`config.mk`:
```
export PLATFORM = sky130hd
export DESIGN_NAME = point_uart_tx
export DESIGN_NICKNAME = d
export VERILOG_FILES = /design/src/rtl/point_uart_pkg.sv /design/src/rtl/uart_tx_byte.sv /design/src/rtl/point_uart_tx.sv
export SDC_FILE = /design/constraint.sdc
export NUM_CORES = 1
export LEC_CHECK = 0
export CORE_ASPECT_RATIO = 1.2
export CORE_MARGIN = 5
export CORE_UTILIZATION = 50
export CTS_CLUSTER_DIAMETER = 200
export DETAILED_ROUTE_END_ITERATION = 16
export PLACE_DENSITY = 0.75
export SYNTH_ARGS = -nofsm -noshare
export SYNTH_HDL_FRONTEND = slang
export SYNTH_SLANG_ARGS = --single-unit
```
`constraint.sdc`:
```
create_clock -name CLK -period 2.85 [get_ports CLK]
set_input_delay 0.855 -clock CLK [delete_from_list [all_inputs] [get_ports CLK]]
set_output_delay 0.855 -clock CLK [all_outputs]
set_load 0.005 [all_outputs]
```
`src/rtl/point_uart_pkg.sv`:
```
// rtl/point_uart_pkg.sv - shared state type, packet constants and checksum for the point UART
package point_uart_pkg;

  // IDLE/ARM/LOAD belong to the packet sequencer; START/DATA/STOP to the byte serializer.
  // The packet sequencer reuses DATA to mean "packet bytes are being serialized".
  typedef enum logic [2:0] {IDLE, ARM, LOAD, START, DATA, STOP} state_t;

  localparam int         PKT_BYTES      = 6;
  localparam logic [7:0] HEADER_DEFAULT = 8'hAA;

  // Sum of the four point bytes, wrapping at 256
  function automatic logic [7:0] pkt_checksum(input logic [15:0] h, input logic [15:0] v);
    pkt_checksum = h[15:8] + h[7:0] + v[15:8] + v[7:0];
  endfunction

endpackage

```
`src/rtl/uart_tx_byte.sv`:
```
// rtl/uart_tx_byte.sv - 8N1 byte serializer with valid/ready input and back-to-back bytes
module uart_tx_byte
  import point_uart_pkg::*;
#(
  parameter int CLKS_PER_BIT = 434
)(
  input  logic       CLK,
  input  logic       RESET,
  input  logic [7:0] tdata,
  input  logic       tvalid,
  output logic       tready,
  output logic       tx
);

  localparam int            CW        = $clog2(CLKS_PER_BIT);
  localparam logic [CW-1:0] BAUD_LAST = CW'(CLKS_PER_BIT - 1);

  state_t        state_q, state_d;
  logic [CW-1:0] baud_q;
  logic [2:0]    bit_q, bit_d;
  logic [7:0]    data_q;
  logic          tx_d;
  logic          baud_last;
  logic          take;

  assign baud_last = (baud_q == BAUD_LAST);
  // Ready in the last stop-bit cycle lets the next start bit follow with no gap
  assign tready    = (state_q == IDLE) || (state_q == STOP && baud_last);
  assign take      = tvalid && tready;

  // State register, baud/bit counters, captured byte and the registered line
  always_ff @(posedge CLK) begin
    if (RESET) begin
      state_q <= IDLE;
      baud_q  <= '0;
      bit_q   <= '0;
      data_q  <= '0;
      tx      <= 1'b1;
    end else begin
      state_q <= state_d;
      bit_q   <= bit_d;
      tx      <= tx_d;
      if (take) begin
        data_q <= tdata;
        baud_q <= '0;
      end else if (state_q != IDLE) begin
        baud_q <= baud_last ? '0 : baud_q + 1'b1;
      end
    end
  end

  // Next-state: start bit, eight data bits, stop bit, then next byte or idle
  always_comb begin
    state_d = state_q;
    case (state_q)
      IDLE:    if (tvalid) state_d = START;
      START:   if (baud_last) state_d = DATA;
      DATA:    if (baud_last && bit_q == 3'd7) state_d = STOP;
      STOP:    if (baud_last) state_d = tvalid ? START : IDLE;
      default: state_d = IDLE;
    endcase
  end

  // Outputs: next bit index and the line level for the coming cycle
  always_comb begin
    bit_d = bit_q;
    if (take)
      bit_d = '0;
    else if (state_q == DATA && baud_last)
      bit_d = bit_q + 3'd1;
    case (state_d)
      START:   tx_d = 1'b0;
      DATA:    tx_d = data_q[bit_d];
      default: tx_d = 1'b1;
    endcase
  end

endmodule

```
`src/rtl/point_uart_tx.sv`:
```
// rtl/point_uart_tx.sv - sends each frame's median point to the host as a 6-byte UART packet
module point_uart_tx
  import point_uart_pkg::*;
#(
  parameter int         CLKS_PER_BIT = 434,
  parameter logic [7:0] HEADER       = HEADER_DEFAULT
)(
  input  logic        CLK,
  input  logic        RESET,
  input  logic        VGA_VS,
  input  logic [15:0] BINARY_POINTS_H,
  input  logic [15:0] BINARY_POINTS_V,
  output logic        UART_TX,
  output logic        TX_BUSY,
  output logic [7:0]  DROP_CNT
);

  localparam logic [2:0] LAST_IDX = 3'(PKT_BYTES - 1);

  state_t      state_q, state_d;
  logic        r_vs;
  logic        vs_rise;
  logic [2:0]  byte_idx;
  logic [15:0] h_q, v_q;
  logic [7:0]  drop_q;
  logic [7:0]  byte_tdata;
  logic        byte_tvalid;
  logic        byte_tready;

  assign vs_rise  = VGA_VS && !r_vs;
  assign TX_BUSY  = (state_q != IDLE);
  assign DROP_CNT = drop_q;

  // VS delay flop follows the input even in reset so reset release never fakes a rise
  always_ff @(posedge CLK) begin
    r_vs <= VGA_VS;
  end

  // State register, point latch, byte index and saturating drop counter
  always_ff @(posedge CLK) begin
    if (RESET) begin
      state_q  <= IDLE;
      byte_idx <= '0;
      h_q      <= '0;
      v_q      <= '0;
      drop_q   <= '0;
    end else begin
      state_q <= state_d;
      if (state_q == LOAD) begin
        h_q      <= BINARY_POINTS_H;
        v_q      <= BINARY_POINTS_V;
        byte_idx <= '0;
      end else if (state_q == DATA && byte_tvalid && byte_tready) begin
        byte_idx <= byte_idx + 3'd1;
      end
      if (vs_rise && state_q != IDLE && drop_q != 8'hFF)
        drop_q <= drop_q + 8'd1;
    end
  end

  // Next-state: wait a cycle for the point to settle, latch it, then stream the packet
  always_comb begin
    state_d = state_q;
    case (state_q)
      IDLE:    if (vs_rise) state_d = ARM;
      ARM:     state_d = LOAD;
      LOAD:    if (byte_tready) state_d = DATA;
      DATA:    if (byte_idx == LAST_IDX && byte_tready) state_d = IDLE;
      default: state_d = IDLE;
    endcase
  end

  // Byte mux: header during LOAD, then the byte after the one being serialized
  always_comb begin
    byte_tvalid = (state_q == LOAD) || (state_q == DATA && byte_idx != LAST_IDX);
    byte_tdata  = HEADER;
    if (state_q == DATA) begin
      case (byte_idx)
        3'd0:    byte_tdata = h_q[15:8];
        3'd1:    byte_tdata = h_q[7:0];
        3'd2:    byte_tdata = v_q[15:8];
        3'd3:    byte_tdata = v_q[7:0];
        default: byte_tdata = pkt_checksum(h_q, v_q);
      endcase
    end
  end

  uart_tx_byte #(
    .CLKS_PER_BIT (CLKS_PER_BIT)
  ) u_byte (
    .CLK    (CLK),
    .RESET  (RESET),
    .tdata  (byte_tdata),
    .tvalid (byte_tvalid),
    .tready (byte_tready),
    .tx     (UART_TX)
  );

endmodule

```
== Yosys cells after proc, flatten, opt, wreduce, memory -nomap -nowiden ==
Cells that the tools add are included.
Storage, ports and cells
  flip-flop bits (word level): 71
  output and inout port bits: 10
Operators by class
  $add $sub $neg: 7
  magnitude comparators: 1
  equality and inequality tests: 19
  muxes and demuxes: 18
  reduce and logical (&&, ||, !) cells: 22
Operators with widths (count)
  8-bit one-hot mux with 4 select lines: 1
  3-bit 2-to-1 mux: 9
  8-bit adder: 3
  3-bit one-hot mux with 4 select lines: 2
  3-bit equality test, second input constant: 6
  3-bit by 2-bit equality test with 1-bit output, second input constant: 5
  1-bit logical AND: 11
  9-bit by 1-bit adder with 9-bit output, second input constant: 1
  9-bit equality test, second input constant: 1
  3-bit zero test: 3
  9-bit 2-to-1 mux: 1
  8-bit by 1-bit adder with 8-bit output, second input constant: 1
  8-bit 2-to-1 mux: 1
  8-bit != test, second input constant: 1
  3-bit by 1-bit adder with 3-bit output, second input constant: 2
  3-bit by 1-bit equality test with 1-bit output, second input constant: 2
  2-bit != test, second input constant: 3
  3-bit nonzero test: 2
  3-bit by 4-bit < comparator with 1-bit output, second input constant: 1
  2-bit OR reduction: 2
  1-bit binary-select mux with 3-bit select: 1
  3-bit != test, second input constant: 1
  3-bit AND reduction: 1
  1-bit logical OR: 2
  4 further kinds: 4

== Logic depth before layout (Yosys ltp) ==
Gate-level depths: netlist of run 1.
  depth in word-level cells: 8
  depth in mapped cells: 13
  gate-level depth less buffers: 13

== By module ==
A second synthesis of run 1 with hierarchy kept.
Second synthesis, totals
  cells, all modules: 471
  area, all modules: 4032.6 sq um
Modules (own cells, without submodules)
  point_uart_tx: instances 1, cells an instance 340, area each 2761.4 sq um
  uart_tx_byte: instances 1, cells an instance 131, area each 1271.2 sq um

== Worst setup path before layout of run 1 ==
No wires, ideal clock.
  kind: register to register
  from: register h_q[1]
  to: register u_byte.data_q[7]
  arrival time: 2.738 ns
  required time: 2.716 ns
  setup slack: -0.022 ns
  cell stages (with the launch flop): 14
  buffers on the path: 0
  cell sequence: dfxtp_1 > inv_1 > fa_1 > fa_1 > inv_1 > ha_1 > inv_1 > fa_1 > nand2b_1 > a21oi_1 > o21ai_0 > and3_1 > o21ai_0 > a211oi_1
On the way
  cells in the longest elaborated chain, start to end: 5
Ends and longest elaborated chain
  start: declaration: RTL line point_uart_tx.sv:24  | logic [15:0] h_q, v_q;
  start signal: assignment: RTL line point_uart_tx.sv:44  | h_q <= '0;
  start signal: assignment: RTL line point_uart_tx.sv:50  | h_q <= BINARY_POINTS_H;
  8-bit adder (3 in series): RTL line point_uart_pkg.sv:13  | pkt_checksum = h[15:8] + h[7:0] + v[15:8] + v[7:0];
  8-bit one-hot mux with 4 select lines: RTL line point_uart_tx.sv:78  | case (byte_idx)
  8-bit 2-to-1 mux: RTL line point_uart_tx.sv:77  | if (state_q == DATA) begin
  end signal: assignment: RTL line uart_tx_byte.sv:44  | data_q <= tdata;
  end: declaration: RTL line uart_tx_byte.sv:21  | logic [7:0] data_q;
No other way between the ends.
A chain may end at the register's enable or synchronous reset.

== Worst setup path in the final report of run 1 ==
Ends and elaborated chain as after synthesis.

==> results by group, run 1 <==
Synth
  • Synth area leaders: dfxtp_1 36%, nand2_1 8.3%, fa_1 7.1%
  • Syn Area/Cell: between 8 and 9 um2
  • Syn Inst Count: around 480
  • Share of the synthesized area in the top cell type: 35.78%
  • Top_reg_cell synth: dfxtp_1
  • Netlist Area Pre-Place: approximately 4000 um2
  • Sequential area share after synthesis: 35.78%
  • Async SR Flop Fraction: 0%
  • Leading area contributor after synthesis: dfxtp_1
  • Synthesis Warnings: 0
  • Post-synth EDFFs: 0
  • Seq cells post-synth: 71
  • Synth cell types: 53
  • Synthesized Nets: ~540

Worst setup path
  • Crit path top cell by count: inv_1
  • CP max-delay cell: fa_1
  • R2R depth: 13
  • CP Max Fanout: 3
  • CP startpoint kind: flop
  • Crit path from: h_q[1]$_SDFFE_PP0P_
  • Required @ worst endpoint: around 3.1 ns
  • Minimum setup slack among reg-to-reg paths: -0.02 ns
  • Reg-to-reg startpoint: h_q[1]$_SDFFE_PP0P_
  • Peak per-stage delay on the critical path: approximately 0.55 ns
  • FF-to-FF End: u_byte.data_q[7]$_SDFFE_PP0P_
  • CP Capture Point: u_byte.data_q[7]$_SDFFE_PP0P_
  • CP Cell Sequence: inv_1 -> fa_1 -> fa_1 -> inv_1 -> ha_1 -> inv_1 -> fa_2 -> nand2b_4 -> a21oi_2 -> o21ai_1 -> a21oi_1 -> o21ai_0 -> a211oi_1
  • WS Path Type: reg2reg
  • Crit end category: flop
  • Crit path DAT: 3.14 ns

STA
  • Worst-Margin Slew: a little under 0.7 ns
  • Endpoints failing setup: 2
  • Final Cycle Share: 100.8%
  • Count of final hold-check violations: 0
  • PnR worst setup slack: -0.02204 ns
  • Slew HR: a little over half
  • Unrepaired setup endpoints after global routing: true
  • Worst Skew: roughly 0.011 ns
  • Tmin final: roughly 2.9 ns
  • Final max-slew violation count: 0
  • Worst hold margin: around 0.47 ns
  • Max Fclk: between 0.3 and 0.4 GHz

Power
  • Power Dens Cells: 426.9 nW/um2
  • Worst VDD drop: slightly above 0.3 mV
  • Static Leakage: between 1.5 and 2 nW

Layout
  • Share of layout cells above drive strength 1: between 10% and 20%
  • # fillers: a little under 700
  • Commonest non-fill, non-tap cell in the layout: nand2_1
  • Final instance area: around 4700 um2
  • Most frequent cells in the layout: 88 x nand2_1, 68 x dfxtp_1, 45 x inv_1
  • Ant diodes: 0
  • Nets: approximately 600
  • Area grow syn2layout: 18.93%
  • FF/Latch Area: between 1000 and 1500 um2
  • Multi-input gate area: 2298 um2
  • Post-Layout Cell Count: 615

Placed design
  • Routability cong.: 0.8869
  • Placed insts: around 600
  • Port buffer count: between 40 and 50
  • Post-DP Area: approximately 4500 um2
  • Detailed-placement wirelength estimate: around 6.7 mm

Routing
  • DRC viols: 0
  • Routed wire length per instance: 14.56 um
  • DRT Wirelength: just under 9 mm
  • Via/cell ratio: about 5.5
  • Via Count: 3,394
  • Drt first pass iters: 5
  • Starting DRT DRC Count: between 150 and 200
  • Post-route ant nets: 0

Global route
  • Vias in the first global route: ~3,300
  • Largest net degree at the start of global routing: 36
  • Overall routing resource usage: between 10% and 20%
  • First-pass GRT wire length: ~15 mm
  • Grt ovf: 0
  • Initial antenna violation count: 0

Clock network
  • Clock Tree Root: clkbuf_8
  • CTS buffer count: 9
  • Clock buffer depth: 2
  • H-tree depth: 3
  • Clock-pin slew on the worst setup and hold paths: around 0.070 ns
  • CTS tree: yes
  • Worst-skew pair later-pin latency: 0.35 ns
  • Clk sink count: 71

Status
  • Status: finished with violations
  • Failing checks: negative setup slack

Job
  • Max-Cap Viols: 0

Die
  • Initial Utilization: 51.54%
  • DIE WIDTH: between 90 and 100 um
  • Rows: 35
  • Full die area: approximately 10000 um2
  • I/O pin cnt: 45
  • Core ar.: around 7700 um2
  • Die height: around 110 um

Hold path
  • HP Class: reg2reg
-- routing by layer --
| layer | vias up | part of all wire (%) | GRT usage, % |
|---|---|---|---|
| li1 | 1693 | - | - |
| met1 | 1593 | 42 | 22.70 |
| met2 | 95 | 51 | 33.09 |
| met3 | 13 | 4.8 | 3.776 |
| met4 | 0 | 2.3 | 7.023 |
| met5 | - | 0 | 0 |
-- flip-flops by register name, summed over array words and instances (netlist names) --
name / cells
u_byte.data_q: 8
u_byte.baud_q: 9
h_q: 16
u_byte.tx: 1
u_byte.state_q: 3
r_vs: 1
DROP_CNT: 8
v_q: 16
u_byte.bit_q: 3
state_q: 3
byte_idx: 3
-- kinds of logic (layout without fill, tap and decap cells) --
kind of cell	Yosys count	after routing	synth area share, %
buffers and inverters	70	117	7.244
and+or+nand+nor	180	180	21.35
AOI/OAI and AO/OA	96	96	16.19
adders and majority gates	31	31	12.41
DFF	71	71	35.78
muxes	6	6	2.173
xor gates and xnor gates	22	22	4.850
-- metrics by stage --
step / TNS, ns / utilization (%) / total power [mW] / setup slack, ns
global placement: -0.03660 / 58.30 / 1.255 / -0.03660
detailed placement: -0.2517 / 58.30 / 1.261 / -0.1229
floorplan: 0 / - / 1.174 / 0.02860
global route: -0.2664 / 61.30 / 2.098 / -0.1387
CTS: -0.05170 / 60.91 / 2.034 / -0.03273
finish: -0.03742 / 61.30 / 2.017 / -0.02204
-- power by group --
| part | switching (mW) | total, mW | internal [mW] |
|---|---|---|---|
| logic | 0.104 | 0.209 | 0.104 |
| clock network | 0.373 | 0.774 | 0.401 |
| registers | 0.0220 | 1.03 | 1.01 |
| total | 0.500 | 2.02 | 1.52 |
-- cell type report --
type / instances / share of cell area [%]
repair buffers: 56 / 11.12
multi-input cells: 335 / 48.65
clock inverters: 5 / 1.271
clock buffers: 10 / 2.701
flip-flops and latches: 71 / 30.16
inverters: 46 / 3.655
well taps: 92 / 2.436
-- worst max-delay path, delay by kind of cell (launching register included) --
kind	cells	cell delay, ns
and+or+nand+nor	1	0.16
buffers and inverters	3	0.18
adders and majority gates	4	1.47
AOI/OAI and AO/OA	5	0.67
DFF	1	0.33
-- how the worst min path moves through the flow --
stage / from / endpoint / slack, ns / cells past startpoint
3_3_place_gp: u_byte.data_q[0]$_SDFFE_PP0P_ / u_byte.data_q[0]$_SDFFE_PP0P_ / 0.44 / 2
5_1_grt: v_q[2]$_SDFFE_PP0P_ / v_q[2]$_SDFFE_PP0P_ / 0.50 / 2
4_1_cts: h_q[10]$_SDFFE_PP0P_ / h_q[10]$_SDFFE_PP0P_ / 0.47 / 2
6_report: u_byte.data_q[2]$_SDFFE_PP0P_ / u_byte.data_q[2]$_SDFFE_PP0P_ / 0.47 / 2
3_5_place_dp: u_byte.data_q[2]$_SDFFE_PP0P_ / u_byte.data_q[2]$_SDFFE_PP0P_ / 0.47 / 2
2_1_floorplan: u_byte.data_q[0]$_SDFFE_PP0P_ / u_byte.data_q[0]$_SDFFE_PP0P_ / 0.43 / 2
-- Yosys cell counts, types with 7 or more instances --
| library cell | n |
|---|---|
| dfxtp_1 | 71 |
| xor2_1 | 12 |
| nand2_1 | 88 |
| clkbuf_1 | 17 |
| o21ai_0 | 9 |
| a222oi_1 | 8 |
| fa_1 | 14 |
| inv_1 | 46 |
| ha_1 | 17 |
| a21oi_1 | 45 |
| nor2_1 | 34 |
| xnor2_1 | 10 |
| nor3_1 | 9 |
| and3_1 | 7 |
-- what timing repair did --
action / 4_1_cts / 5_1_grt
pin swaps: 4 / 8
gates resized for setup: 5 / 5
hold buffers: 0 / 0
buffers inserted: 1 / 2
setup endpoints to repair: 3 / 4
Power figures use the tool's default switching activity.
==> run 2, diff against run 1 <==
--- a/config.mk
+++ b/config.mk
@@ -8,7 +8,6 @@
 export CORE_ASPECT_RATIO = 1.2
 export CORE_MARGIN = 5
 export CORE_UTILIZATION = 50
-export CTS_CLUSTER_DIAMETER = 200
 export DETAILED_ROUTE_END_ITERATION = 16
 export PLACE_DENSITY = 0.75
 export SYNTH_ARGS = -nofsm -noshare
==> constraint.sdc (replaced) <==
create_clock -name CLK -period 2.85 [get_ports CLK]
set_input_delay 0.57 -clock CLK [delete_from_list [all_inputs] [get_ports CLK]]
set_output_delay 0.57 -clock CLK [all_outputs]
set_load 0.005 [all_outputs]
==> results of run 2 <==
Final layout, timing and power as in run 1 (identical DEF).
